<file path="config.mk">
export PLATFORM = sky130hd
export DESIGN_NAME = rv32i_dbg_regfile_ctrl
export DESIGN_NICKNAME = d
export VERILOG_FILES = /design/src/rtl/rv32i_dbg_regfile_ctrl.sv
export SDC_FILE = /design/constraint.sdc
export NUM_CORES = 1
export LEC_CHECK = 0
export ABC_AREA = 1
export CORE_UTILIZATION = 44
export DETAILED_ROUTE_END_ITERATION = 16
export HOLD_SLACK_MARGIN = 0.02
export PLACE_DENSITY = 0.87
export SYNTH_ARGS = -nofsm -noshare
export SYNTH_HDL_FRONTEND = slang
export SYNTH_SLANG_ARGS = --single-unit
</file>
<file path="constraint.sdc">
create_clock -name clk -period 4.23 [get_ports clk]
set_clock_uncertainty 0.05 [all_clocks]
set_input_delay 0.846 -clock clk [delete_from_list [all_inputs] [get_ports clk]]
set_output_delay 0.846 -clock clk [all_outputs]
set_load 0.01 [all_outputs]
</file>
<file path="src/rtl/rv32i_dbg_regfile_ctrl.sv">
// Debug-access controller for the RV32I register file. It halts the HART at an
// instruction boundary and serves GPR/PC accesses through the normal one-cycle update path.
module rv32i_dbg_regfile_ctrl #(
    parameter bit          RESET_HALTED = 1'b0,
    parameter int unsigned PC_INDEX     = 32
) (
    input  logic        clk,
    input  logic        reset_n,
    input  logic        core_stall,
    input  logic [4:0]  core_rs1_idx,
    input  logic [4:0]  core_rd_idx,
    input  logic [31:0] core_new_rd,
    input  logic        core_update_pc,
    input  logic [31:0] core_new_pc,
    output logic        rf_stall,
    output logic [4:0]  rf_rs1_idx,
    output logic [4:0]  rf_rd_idx,
    output logic [31:0] rf_new_rd,
    output logic        rf_update_pc,
    output logic [31:0] rf_new_pc,
    input  logic [31:0] rf_rs1,
    input  logic [31:0] rf_pc,
    input  logic        dbg_halt_req,
    input  logic        dbg_resume_req,
    output logic        dbg_halted,
    input  logic        dbg_access,
    input  logic        dbg_write,
    input  logic [5:0]  dbg_addr,
    input  logic [31:0] dbg_wdata,
    output logic [31:0] dbg_rdata,
    output logic        dbg_ack,
    output logic        dbg_err
);

    typedef enum logic [2:0] {
        ST_RUN,
        ST_HALTED,
        ST_READ,
        ST_WRITE,
        ST_RESP
    } state_t;

    localparam state_t     RESET_STATE = RESET_HALTED ? ST_HALTED : ST_RUN;
    localparam logic [5:0] PC_ADDR     = 6'(PC_INDEX);

    // The register file always adds 4 to whatever PC it loads, so targets are pre-decremented.
    function automatic logic [31:0] pc_pre_inc(input logic [31:0] target);
        return target - 32'd4;
    endfunction

    state_t      state_q, state_d;
    logic        cap_en;
    logic        err_d;
    logic        halted_q;
    logic        ack_q;
    logic        err_q;
    logic [5:0]  addr_p0;
    logic [31:0] wdata_p0;
    logic [31:0] rdata_p1;
    logic [31:0] read_value;
    logic        addr_is_pc;

    assign addr_is_pc = (addr_p0 == PC_ADDR);

    always_comb begin
        read_value = rf_rs1;
        if (addr_is_pc) begin
            read_value = rf_pc;
        end else if (addr_p0[4:0] == 5'd0) begin
            read_value = 32'd0;
        end
    end

    always_comb begin
        state_d = state_q;
        cap_en  = 1'b0;
        err_d   = 1'b0;
        case (state_q)
            ST_RUN: begin
                if (dbg_halt_req && !core_stall) begin
                    state_d = ST_HALTED;
                end
            end
            ST_HALTED: begin
                // An access takes priority over a resume arriving in the same cycle.
                if (dbg_access) begin
                    if (dbg_addr > PC_ADDR) begin
                        err_d = 1'b1;
                    end else begin
                        cap_en  = 1'b1;
                        state_d = dbg_write ? ST_WRITE : ST_READ;
                    end
                end else if (dbg_resume_req && !dbg_halt_req) begin
                    state_d = ST_RUN;
                end
            end
            ST_READ:  state_d = ST_RESP;
            ST_WRITE: state_d = ST_RESP;
            ST_RESP:  state_d = ST_HALTED;
            default:  state_d = RESET_STATE;
        endcase
    end

    always_comb begin
        rf_stall     = 1'b1;
        rf_rs1_idx   = addr_p0[4:0];
        rf_rd_idx    = 5'd0;
        rf_new_rd    = wdata_p0;
        rf_update_pc = 1'b0;
        rf_new_pc    = pc_pre_inc(rf_pc);
        case (state_q)
            ST_RUN: begin
                rf_stall     = core_stall;
                rf_rs1_idx   = core_rs1_idx;
                rf_rd_idx    = core_rd_idx;
                rf_new_rd    = core_new_rd;
                rf_update_pc = core_update_pc;
                rf_new_pc    = core_new_pc;
            end
            ST_WRITE: begin
                // Held stalled under reset so an interrupted write never reaches the file.
                if (reset_n) begin
                    rf_stall     = 1'b0;
                    rf_update_pc = 1'b1;
                    if (addr_is_pc) begin
                        rf_new_pc = pc_pre_inc(wdata_p0);
                    end else begin
                        rf_rd_idx = addr_p0[4:0];
                    end
                end
            end
            default: ;
        endcase
    end

    // Stage boundary: state, capture and response registers
    always_ff @(posedge clk) begin
        if (!reset_n) begin
            state_q  <= RESET_STATE;
            halted_q <= RESET_HALTED;
            ack_q    <= 1'b0;
            err_q    <= 1'b0;
            addr_p0  <= '0;
            wdata_p0 <= '0;
            rdata_p1 <= '0;
        end else begin
            state_q  <= state_d;
            halted_q <= (state_d != ST_RUN);
            ack_q    <= (state_q == ST_READ) || (state_q == ST_WRITE);
            err_q    <= err_d;
            if (cap_en) begin
                addr_p0  <= dbg_addr;
                wdata_p0 <= dbg_wdata;
            end
            if (state_q == ST_READ) begin
                rdata_p1 <= read_value;
            end
        end
    end

    assign dbg_halted = halted_q;
    assign dbg_ack    = ack_q;
    assign dbg_err    = err_q;
    assign dbg_rdata  = rdata_p1;

endmodule

</file>
# == Word level (Yosys, flattened, before mapping) ==
# Index checks and enable logic that the tools add are counted.
# totals
ff_bits,76
inputBits,184
# classes
addsub,2
magnitude_cmp,1
n_eq_ne,5
muxes,24
reduce_logical,10
# ops
cell,n
two-way mux 32 bit,5
one-hot mux 32 bit (2 select lines),1
subtractor 32 x 3 -> 32 bit (second input constant),2
two-way mux 5 bit,3
two-way mux 3 bit,4
one-hot mux 3 bit (4 select lines),1
one-hot mux 5 bit (2 select lines),1
two-way mux 1 bit,7
== test 3 x 2 -> 1 bit (second input constant),2
== test 6 bit (second input constant),1
greater-than comparator 6 bit (second input constant),1
logical NOT 5 bit,1
one-hot mux 1 bit (2 select lines),2
== test 3 x 1 -> 1 bit (second input constant),1
== test 3 bit (second input constant),1
logical NOT 3 bit,1
AND reduction 3 bit,1
nonzero test 3 bit,1
logical AND 1 bit,2
logical NOT 1 bit,2
OR reduction 2 bit,1
logical OR 1 bit,1

# == Depth between registers and ports, before layout ==
# Gate-level depths: netlist (run 1).
# depth
ltp_word,6
mapped_depth,11
depth_no_buf,11

# == Worst setup path after synthesis (run 1) ==
# No wires, ideal clock.
# synth_timing
path_kind,in2out
start,input port rf_pc[2]
end,output port rf_new_pc[30]
arrival_time_ns,2.034
required_time_ns,3.334
path_slack_ns,1.300
cell_stages,10
n_path_buf,1
path_cell_list,inv_1 -> ha_1 -> buf_2 -> nand2_1 -> nor3_1 -> nand3_1 -> nand3_1 -> nand2_1 -> inv_1 -> nand3_1
# synth_between
elab_chain_len,4
# synth_lines
item,line_no,text
from (decl),22,"input logic [31:0] rf_pc,"
subtractor 32 x 3 -> 32 bit *,48,return target - 32'd4;
two-way mux 32 bit,125,if (addr_is_pc) begin
two-way mux 32 bit,122,if (reset_n) begin
one-hot mux 32 bit (2 select lines) *,111,case (state_q)
to (decl),20,"output logic [31:0] rf_new_pc,"
# Mark *: on every way between the ends. The rest lies on a longest branch, timed or not.

# == Worst setup path after layout (run 1) ==
# layout_timing
start,input port rf_pc[14]
end,output port rf_new_pc[31]
# The elaborated chain is that of the path after synthesis.

==> results of run 1 <==
==> metal layers <==
layer | share of wire (%) | GRT usage [%] | wire (µm)
met5 | 0 | 0 | 0
met3 | 8.8 | 8.548 | 2173
met1 | 40 | 43.33 | 9958
met4 | 3.8 | 14.77 | 931
met2 | 47 | 60.94 | 11720
==> cell type report <==
type | count | share of cell area (%)
multi-input cells | 724 | 39.80
repair buffers | 305 | 33.11
flip-flops and latches | 76 | 16.61
inverters | 130 | 5.327
clock buffers | 9 | 2.459
well taps | 172 | 2.349
clock inverters | 5 | 0.3415
==> synthesized netlist by cell type <==
master / instances
sky130_fd_sc_hd__ha_1: 2
sky130_fd_sc_hd__buf_1: 1
sky130_fd_sc_hd__nand2_1: 206
sky130_fd_sc_hd__a32o_1: 4
sky130_fd_sc_hd__and2_1: 1
sky130_fd_sc_hd__o211ai_1: 67
sky130_fd_sc_hd__o221ai_1: 6
sky130_fd_sc_hd__a21oi_1: 42
sky130_fd_sc_hd__nand4_1: 10
sky130_fd_sc_hd__buf_2: 12
sky130_fd_sc_hd__xor2_1: 20
sky130_fd_sc_hd__o21ai_1: 4
sky130_fd_sc_hd__o21ai_0: 125
sky130_fd_sc_hd__clkbuf_1: 28
sky130_fd_sc_hd__nand2_2: 3
sky130_fd_sc_hd__nor2_4: 2
sky130_fd_sc_hd__nor2_1: 118
sky130_fd_sc_hd__a211o_1: 1
sky130_fd_sc_hd__a22oi_1: 2
sky130_fd_sc_hd__buf_4: 1
sky130_fd_sc_hd__nand3b_1: 1
sky130_fd_sc_hd__o21a_1: 1
sky130_fd_sc_hd__nand2_4: 1
sky130_fd_sc_hd__a21oi_4: 1
sky130_fd_sc_hd__nor2_2: 4
sky130_fd_sc_hd__clkinv_1: 1
sky130_fd_sc_hd__nand3_1: 93
sky130_fd_sc_hd__xnor2_1: 2
sky130_fd_sc_hd__nor3_1: 6
sky130_fd_sc_hd__buf_6: 4
sky130_fd_sc_hd__nor3_2: 1
sky130_fd_sc_hd__dfxtp_1: 76
sky130_fd_sc_hd__nor2_8: 1
sky130_fd_sc_hd__inv_1: 121
sky130_fd_sc_hd__inv_2: 8
==> logic make-up after synthesis <==
group,after synthesis,synth area share (%)
compound gates,253,25.65
simple gates,447,32.44
fa+ha+maj,2,0.4282
xor+xnor,22,3.298
flops,76,26.04
buf+inv,176,12.14
==> critical path, cell delays in order <==
cell and delay (ns):
sky130_fd_sc_hd__clkdlybuf4s50_1 0.54, sky130_fd_sc_hd__nor2_1 0.21, sky130_fd_sc_hd__nand2_1 0.13, sky130_fd_sc_hd__nor2_1 0.12
sky130_fd_sc_hd__nand2_1 0.14, sky130_fd_sc_hd__o21ai_2 0.21, sky130_fd_sc_hd__nand3_1 0.08, sky130_fd_sc_hd__nand2_1 0.06
sky130_fd_sc_hd__inv_1 0.04, sky130_fd_sc_hd__nand3_1 0.20, sky130_fd_sc_hd__clkdlybuf4s50_1 0.59
==> power by group through the flow <==
stage          combinational, mW  sequential (mW)  clock [mW]
3_5_place_dp               0.757            0.760           0
4_1_cts                    0.762            0.744       0.713
6_report                   0.772            0.745       0.709
3_3_place_gp               0.750            0.760           0
2_1_floorplan              0.337            0.759           0
5_1_grt                    0.841            0.746       0.735
==> state kept, by name, summed over array words and instances, names as in the netlist <==
register    flops
dbg_rdata      32
wdata_p0       32
addr_p0         6
state_q         3
dbg_ack         1
dbg_err         1
dbg_halted      1
==> worst paths after layout <==
path | slack (ns) | depth (start not counted) | end | from
max | 0.17 | 11 | rf_new_pc[31] | rf_pc[14]
min | 0.42 | 2 | addr_p0[5] | addr_p0[5]
max reg2reg | 1.96 | 7 | wdata_p0[30] | state_q[0]
min reg2reg | 0.42 | 2 | addr_p0[5] | addr_p0[5]
==> repair_timing <==
item | in CTS | in global routing
setup buffers | 0 | 0
hold endpoints to repair | 0 | 0
setup endpoints to repair | 0 | 11
hold buffers | 0 | 0
resized for setup | 0 | 10
==> results.md, run 1 <==
| Result | This run | Unit |
| --- | --- | --- |
| Result of the run | finished, final reports clean | - |
| Post-route minimum period | 4.057 | ns |
| Area post-placement | 8875 | µm² |
| Routed via count divided by cell count | 5.501 | - |
| Global-route usage over all layers | 35.85 | % |
| Detailed-placement wirelength estimate | 19410 | µm |
| Relative max-transition margin | 33.27 | % |
| Buffer levels on the longest clock path | 2 | - |
| Total clock sinks | 76 | - |
| Clock transition time at the flip-flop clock pins of the worst setup and hold paths | 0.06 | ns |
| Tot Pwr | 2.226 | mW |
| Clock Latency Late Sink | 0.35 | ns |
| Post-synth cell types | 35 | - |
| Clock network fraction of design power | 31.8 | % |
| Starting DRC count in detailed routing | 737 | - |
| Largest net degree at the start of global routing | 77 | - |
| Post-DR wirelength/cell | 17.44 | µm |
| Top fanout value on the critical path | 5 | - |
| Initial antenna violation count | 0 | - |
| Final instance area | 9160 | µm² |
| Peak clock frequency supported by timing | 246.5 | MHz |
| Die span in x | 117.2 | µm |
| Layout Cells excl Fill | 1421 | - |
| Leakage power of the design | 4.015 | nW |
| Final Hold Viols | 0 | - |
| Sequential element share of the synthesized area | 26.04 | % |
| Root Driver | sky130_fd_sc_hd__clkbuf_16 | - |
| Number of cells in the design after placement | 1407 | - |
| Most used cells in the layout excluding fill and tap cells | sky130_fd_sc_hd__clkdlybuf4s50_1 (293), sky130_fd_sc_hd__nand2_1 (206), sky130_fd_sc_hd__o21ai_0 (123) | - |
| Fraction of layout cells with a size suffix above 1 | 4.323 | % |
| Most frequent standard cell in the layout excluding fill and tap cells | sky130_fd_sc_hd__clkdlybuf4s50_1 | - |
| Worst-Margin Slew | 1.001 | ns |
| Core footprint | 12770 | µm² |
| Max-slew violation total from the final report | 0 | - |
| Top cell type by total area after synthesis | sky130_fd_sc_hd__dfxtp_1 | - |
| Height of the chip | 117.2 | µm |
| Starting utilization of the core area | 45.74 | % |
| Total of fill cells in the finished design | 1113 | - |
| Worst setup slack after placement | 0.08674 | ns |
| Data required time at the worst endpoint | 3.33 | ns |
| Switching power summed over all nets | 0.7226 | mW |
| Fin util | 71.71 | % |
| Vias post-DR | 7817 | - |
| Internal power | 1.504 | mW |
| Kind of critical path | input port to output pin | - |
| Area used by multi-input combinational logic | 3646 | µm² |
| Post-Syn Area | 5843 | µm² |
| Storage element area | 1521 | µm² |
| Crit path capture type | output pin | - |
| RD Place Congestion | 0.9173 | - |
| Number of synthesized register bits | 76 | - |
| Final layout net count | 1432 | - |
| Global route overflow | 0 | - |
| Portion of the clock cycle consumed by the worst path in the final layout | 95.90 | % |
| Hold crit path type | register to register | - |
| Number of iterations in the first detailed-routing pass | 5 | - |
| First-pass GRT wire length | 37120 | µm |
| Vias in the first global route | 7228 | - |
| Post-route setup TNS | 0 | ns |
| CTS tree | done | - |
| Net count of the mapped netlist | 1162 | - |
| Final setup vio count | 0 | - |
| Net switching share of the total power | 32.46 | % |
| Overall die area | 13740 | µm² |
| Number of cell rows | 41 | - |
| Proportion of power drawn by combinational gates | 34.7 | % |
| Setup repair after global routing missed its margin | false | - |
| Top area cells in the synthesized netlist | sky130_fd_sc_hd__dfxtp_1 (26%), sky130_fd_sc_hd__nand2_1 (13%), sky130_fd_sc_hd__o21ai_0 (11%) | - |
| Port-buffer cells | 294 | - |
| Worst voltage drop across the vdd grid | 0.0002280 | V |
| Tightest hold margin | 0.4197 | ns |
| Diodes inserted | 0 | - |
| Avg Synthesized Cell Area | 5.987 | µm² |
| Layout area overhead | 56.77 | % |
| Power Density | 243.0 | nW/µm² |
| Yosys warnings | 0 | - |
| Detail Route Antenna Nets | 0 | - |
| Number of H-tree branching levels | 3 | - |
| Number of I/O pins | 295 | - |
| Crit start category | input port | - |
| Drt drc | 0 | - |
| Worst Path Arrival | 3.16 | ns |
| Final critical-path setup slack | 0.1734 | ns |
| Total wire length | 24790 | µm |
| Total clock buffers created by CTS | 9 | - |
| Max Cap Viol | 0 | - |
| Fraction of post-synthesis cell area in the top cell type by area | 26.04 | % |
| Post-synthesis instance total | 976 | - |
| Sequential share of power | 33.5 | % |
(Power assumes the default switching activity.)
==> run 2, diff against run 1 <==
--- a/config.mk
+++ b/config.mk
@@ -6,10 +6,10 @@
 export NUM_CORES = 1
 export LEC_CHECK = 0
 export ABC_AREA = 1
-export CORE_UTILIZATION = 44
+export CORE_UTILIZATION = 35
 export DETAILED_ROUTE_END_ITERATION = 16
 export HOLD_SLACK_MARGIN = 0.02
-export PLACE_DENSITY = 0.87
+export PLACE_DENSITY = 0.72
 export SYNTH_ARGS = -nofsm -noshare
 export SYNTH_HDL_FRONTEND = slang
 export SYNTH_SLANG_ARGS = --single-unit
==> results.md, run 2 (synthesized netlist as in run 1, its figures left out) <==
| Result | This run | Unit |
| --- | --- | --- |
| Result of the run | finished, final reports clean | - |
| Initial antenna violation count | 0 | - |
| First-pass GRT wire length | 38810 | µm |
| Slowest cell delay on critical path | 0.63 | ns |
| Peak clock frequency supported by timing | 247.9 | MHz |
| Crit path capture type | output pin | - |
| Hold crit path type | register to register | - |
| Minimum setup slack among reg-to-reg paths | 2.09 | ns |
| Crit start category | input port | - |
| Total wire length | 25040 | µm |
| Post-route setup TNS | 0 | ns |
| Kind of critical path | input port to output pin | - |
| Core footprint | 16120 | µm² |
| Post-route minimum period | 4.034 | ns |
| Drt drc | 0 | - |
| Post-CTS setup buffer count | 0 | - |
| Worst hold path startpoint | addr_p0[5] | - |
| CTS tree | done | - |
| Number of cell rows | 46 | - |
| Setup repair after global routing missed its margin | false | - |
| Number of I/O pins | 295 | - |
| Data required time at the worst endpoint | 3.33 | ns |
| Vias in the first global route | 7115 | - |
| CP dominant cell by count | sky130_fd_sc_hd__nand2_1 | - |
| Chain of cells forming the critical path | clkdlybuf4s50_1, nor2_1, nand2_1, nor2_1, nand2_1, o21ai_0, nand3_1, nand2_1, inv_1, nand3_1, clkdlybuf4s50_1 | - |
| Total clock sinks | 76 | - |
| Destination of the worst hold path | addr_p0[5] | - |
| Height of the chip | 131.2 | µm |
| Worst voltage drop across the vdd grid | 0.0001693 | V |
| Global-route usage over all layers | 28.75 | % |
| Detail Route Antenna Nets | 0 | - |
| RD Place Congestion | 0.9140 | - |
| Startpoint of the worst-slack reg-to-reg timing path | state_q[0] | - |
| Most used cells in the layout excluding fill and tap cells | sky130_fd_sc_hd__clkdlybuf4s50_1 (292), sky130_fd_sc_hd__nand2_1 (206), sky130_fd_sc_hd__o21ai_0 (125) | - |
| Global route overflow | 0 | - |
| Count of cells along the worst hold path | 2 | - |
| Max-slew violation total from the final report | 0 | - |
| Buffer levels on the longest clock path | 2 | - |
| Worst-Margin Slew | 0.8870 | ns |
| Number of cell instances on the worst register-to-register path | 7 | - |
| Starting utilization of the core area | 36.26 | % |
| Number of H-tree branching levels | 3 | - |
| Port-buffer cells | 294 | - |
| Power Density | 241.9 | nW/µm² |
| Clock transition time at the flip-flop clock pins of the worst setup and hold paths | 0.06 | ns |
| Final layout net count | 1437 | - |
| Post-DR wirelength/cell | 17.02 | µm |
| Overall die area | 17210 | µm² |
| Diodes inserted | 0 | - |
| Starting DRC count in detailed routing | 437 | - |
| Layout area overhead | 58.33 | % |
| Most frequent standard cell in the layout excluding fill and tap cells | sky130_fd_sc_hd__clkdlybuf4s50_1 | - |
| Count of hold buffers inserted by post-cts repair | 0 | - |
| Max Cap Viol | 0 | - |
| Routed via count divided by cell count | 5.131 | - |
| Leakage power of the design | 4.052 | nW |
| Fraction of layout cells with a size suffix above 1 | 4.382 | % |
| Number of iterations in the first detailed-routing pass | 5 | - |
| Tot Pwr | 2.238 | mW |
| Root Driver | sky130_fd_sc_hd__clkbuf_16 | - |
| Total clock buffers created by CTS | 9 | - |
| Portion of the clock cycle consumed by the worst path in the final layout | 95.38 | % |
| Worst Path Arrival | 3.14 | ns |
| Number of gates resized after CTS | 0 | - |
| Top fanout value on the critical path | 5 | - |
| Clock Latency Late Sink | 0.35 | ns |
| Master of the slowest instance on the critical path | sky130_fd_sc_hd__clkdlybuf4s50_1 | - |
| Detailed-placement wirelength estimate | 19760 | µm |
| Vias post-DR | 7547 | - |
| Die span in x | 131.2 | µm |
| Final Hold Viols | 0 | - |
| Worst reg2reg path endpoint | wdata_p0[30] | - |
| Relative max-transition margin | 40.87 | % |
| Largest net degree at the start of global routing | 81 | - |
| Final setup vio count | 0 | - |
[run 2: worst max-delay path, delay by kind of cell]
family                 cells  cell delay [ns]
AO/OA/AOI/OAI              1             0.27
buffers and inverters      3             1.17
AND/OR/NAND/NOR            7             0.84
[run 2: worst max path at each step]
stage,startpoint,endpoint,slack [ns],cells past startpoint
3_5_place_dp,rf_pc[2],rf_new_pc[30],0.12,12
4_1_cts,rf_pc[2],rf_new_pc[30],0.12,12
2_1_floorplan,rf_pc[2],rf_new_pc[30],1.30,10
6_report,rf_pc[14],rf_new_pc[31],0.20,11
3_3_place_gp,rf_pc[2],rf_new_pc[30],0.19,12
5_1_grt,rf_pc[11],rf_new_pc[25],0.02,11
[run 2: layout make-up]
class	instances	area (µm²)
clock inverter	4	26.28
sequential	76	1521
clock buffer	11	242.7
tap	216	270.3
timing repair buffer	310	3073
multi-input combinational	724	3630
inverter	130	488.0
fill	1622	6864
[run 2: metrics by stage]
step / util (%) / hold slack, ns / cells / cell area [µm²] / setup slack (ns)
2_1_floorplan: - / 0.3907 / 976 / 5843 / 1.300
3_3_place_gp: 55.64 / 0.4020 / 1456 / 8967 / 0.1933
3_5_place_dp: 55.64 / 0.4149 / 1456 / 8967 / 0.1219
4_1_cts: 57.31 / 0.4294 / 1471 / 9236 / 0.1177
5_1_grt: 57.41 / 0.4699 / 1471 / 9251 / 0.01585
6_report: 57.41 / 0.4219 / 1471 / 9251 / 0.1955
[run 2: layer usage]
metal | vias to the layer above | wire length [µm] | track usage, % | part of all wire, %
li1 | 3804 | - | - | -
met1 | 3405 | 10330 | 34.39 | 41
met2 | 307 | 12280 | 50.80 | 49
met3 | 31 | 1942 | 6.481 | 7.8
met4 | 0 | 499 | 8.562 | 2.0
met5 | - | 0 | 0 | 0
[run 2: report_power, final]
part           internal, mW  switching [mW]
registers             0.731          0.0128
clock network         0.409           0.315
logic                 0.384           0.385
total                  1.52           0.713
==> run 3, diff against run 2 <==
--- a/config.mk
+++ b/config.mk
@@ -10,6 +10,7 @@
 export DETAILED_ROUTE_END_ITERATION = 16
 export HOLD_SLACK_MARGIN = 0.02
 export PLACE_DENSITY = 0.72
+export SETUP_SLACK_MARGIN = 0.2
 export SYNTH_ARGS = -nofsm -noshare
 export SYNTH_HDL_FRONTEND = slang
 export SYNTH_SLANG_ARGS = --single-unit
==> results.md, run 3 (synthesized netlist as in run 1, its figures left out) <==
| Result | This run | Unit |
| --- | --- | --- |
| Result of the run | finished, final reports clean | - |
| Root Driver | sky130_fd_sc_hd__clkbuf_16 | - |
| Total wire length | 25100 | µm |
| Peak clock frequency supported by timing | 251.4 | MHz |
| Core footprint | 16120 | µm² |
| Number of iterations in the first detailed-routing pass | 5 | - |
| Relative max-transition margin | 40.77 | % |
| Portion of the clock cycle consumed by the worst path in the final layout | 94.03 | % |
| Layout Cells excl Fill | 1472 | - |
| Most used cells in the layout excluding fill and tap cells | sky130_fd_sc_hd__clkdlybuf4s50_1 (290), sky130_fd_sc_hd__nand2_1 (205), sky130_fd_sc_hd__o21ai_0 (124) | - |
| Final setup vio count | 0 | - |
| Total clock buffers created by CTS | 9 | - |
| Height of the chip | 131.2 | µm |
| Number of cells in the design after placement | 1456 | - |
| Diodes inserted | 0 | - |
| Minimum setup slack among reg-to-reg paths | 2.09 | ns |
| Crit path capture type | output pin | - |
| Die span in x | 131.2 | µm |
| Overall die area | 17210 | µm² |
| Setup repair after global routing missed its margin | true | - |
| First-pass GRT wire length | 38830 | µm |
| Vias post-DR | 7602 | - |
| Kind of critical path | input port to output pin | - |
| Hold crit path type | register to register | - |
| Number of I/O pins | 295 | - |
| Top fanout value on the critical path | 4 | - |
| Initial antenna violation count | 0 | - |
| Number of cell rows | 46 | - |
| Post-DR wirelength/cell | 17.05 | µm |
| Fraction of layout cells with a size suffix above 1 | 5.255 | % |
| Worst voltage drop across the vdd grid | 0.0001689 | V |
| Number of H-tree branching levels | 3 | - |
| Global route overflow | 0 | - |
| Layout area overhead | 59.53 | % |
| Routed via count divided by cell count | 5.164 | - |
| CTS tree | done | - |
| Startpoint of the worst-slack reg-to-reg timing path | state_q[0] | - |
| Detailed-placement wirelength estimate | 19760 | µm |
| Post-route setup TNS | 0 | ns |
| Clock Latency Late Sink | 0.35 | ns |
| Final layout net count | 1438 | - |
| Post-route minimum period | 3.978 | ns |
| Detail Route Antenna Nets | 0 | - |
| Final Hold Viols | 0 | - |
| Most frequent standard cell in the layout excluding fill and tap cells | sky130_fd_sc_hd__clkdlybuf4s50_1 | - |
| Timing startpoint of the critical path | rf_pc[6] | - |
| Max Cap Viol | 0 | - |
| Global-route usage over all layers | 28.76 | % |
| Worst-Margin Slew | 0.8884 | ns |
| Leakage power of the design | 4.102 | nW |
| Worst reg2reg path endpoint | wdata_p0[30] | - |
| Power Density | 240.7 | nW/µm² |
| Total of fill cells in the finished design | 1619 | - |
| Number of cell instances on the worst register-to-register path | 7 | - |
| Worst Path Arrival | 3.08 | ns |
| Worst setup path endpoint | rf_new_pc[13] | - |
| Vias in the first global route | 7117 | - |
| Drt drc | 0 | - |
| Data required time at the worst endpoint | 3.33 | ns |
| Starting DRC count in detailed routing | 448 | - |
| Starting utilization of the core area | 36.26 | % |
| Crit start category | input port | - |
| Max-slew violation total from the final report | 0 | - |
| Largest net degree at the start of global routing | 81 | - |
| Port-buffer cells | 294 | - |
| RD Place Congestion | 0.9140 | - |
| Clock transition time at the flip-flop clock pins of the worst setup and hold paths | 0.06 | ns |
| Total clock sinks | 76 | - |
| Buffer levels on the longest clock path | 2 | - |
[run 3: through the flow]
step	total power [mW]	utilization, %	setup slack, ns	cell area, µm²	hold slack, ns
CTS	2.250	57.39	0.2101	9249	0.4294
global route	2.353	57.84	0.1007	9321	0.4699
detailed placement	1.521	55.64	0.1219	8967	0.4149
finish	2.243	57.84	0.2524	9321	0.4230
floorplan	1.096	-	1.300	5843	0.3907
global placement	1.520	55.64	0.1933	8967	0.4020
[run 3: worst min path at each step]
stage | startpoint | endpoint | slack [ns] | cells past startpoint
floorplan | addr_p0[5] | addr_p0[5] | 0.39 | 2
global placement | addr_p0[5] | addr_p0[5] | 0.40 | 2
detailed placement | addr_p0[5] | addr_p0[5] | 0.41 | 2
CTS | addr_p0[5] | addr_p0[5] | 0.43 | 2
global route | dbg_rdata[14] | dbg_rdata[14] | 0.47 | 2
finish | addr_p0[5] | addr_p0[5] | 0.42 | 2
[run 3: per-layer routing]
metal / part of all wire [%] / up-vias / track usage [%]
li1: - / 3809 / -
met1: 42 / 3461 / 34.44
met2: 49 / 297 / 50.65
met3: 7.1 / 35 / 6.481
met4: 2.1 / 0 / 8.889
met5: 0 / - / 0
[run 3: cell type report]
class | count | area [µm²] | area share [%]
multi-input combinational | 724 | 3687 | 39.56
clock inverter | 4 | 26.28 | 0.2819
timing repair buffer | 311 | 3085 | 33.10
inverter | 130 | 488.0 | 5.235
tap | 216 | 270.3 | 2.899
sequential | 76 | 1521 | 16.32
clock buffer | 11 | 242.7 | 2.604
[run 3: report_power, final]
part	total, mW	switching [mW]	internal, mW	leakage, nW
sequential	0.744	0.0129	0.731	0.614
clock	0.726	0.317	0.409	0.131
combinational	0.773	0.388	0.385	3.36
total	2.24	0.717	1.53	4.10
[run 3: critical path: stages]
cell and delay, ns:
sky130_fd_sc_hd__clkdlybuf4s50_1 0.51, sky130_fd_sc_hd__nor2_1 0.20, sky130_fd_sc_hd__nand3_2 0.16, sky130_fd_sc_hd__nor2_4 0.17, sky130_fd_sc_hd__nand2_1 0.16, sky130_fd_sc_hd__xor2_1 0.22
sky130_fd_sc_hd__o211ai_1 0.20, sky130_fd_sc_hd__clkdlybuf4s50_1 0.60
[run 3: repair_timing]
item,in CTS,in global routing
setup endpoints to repair,3,19
hold buffers,0,0
pin swaps,0,2
resized for setup,3,19
buffers inserted,0,1
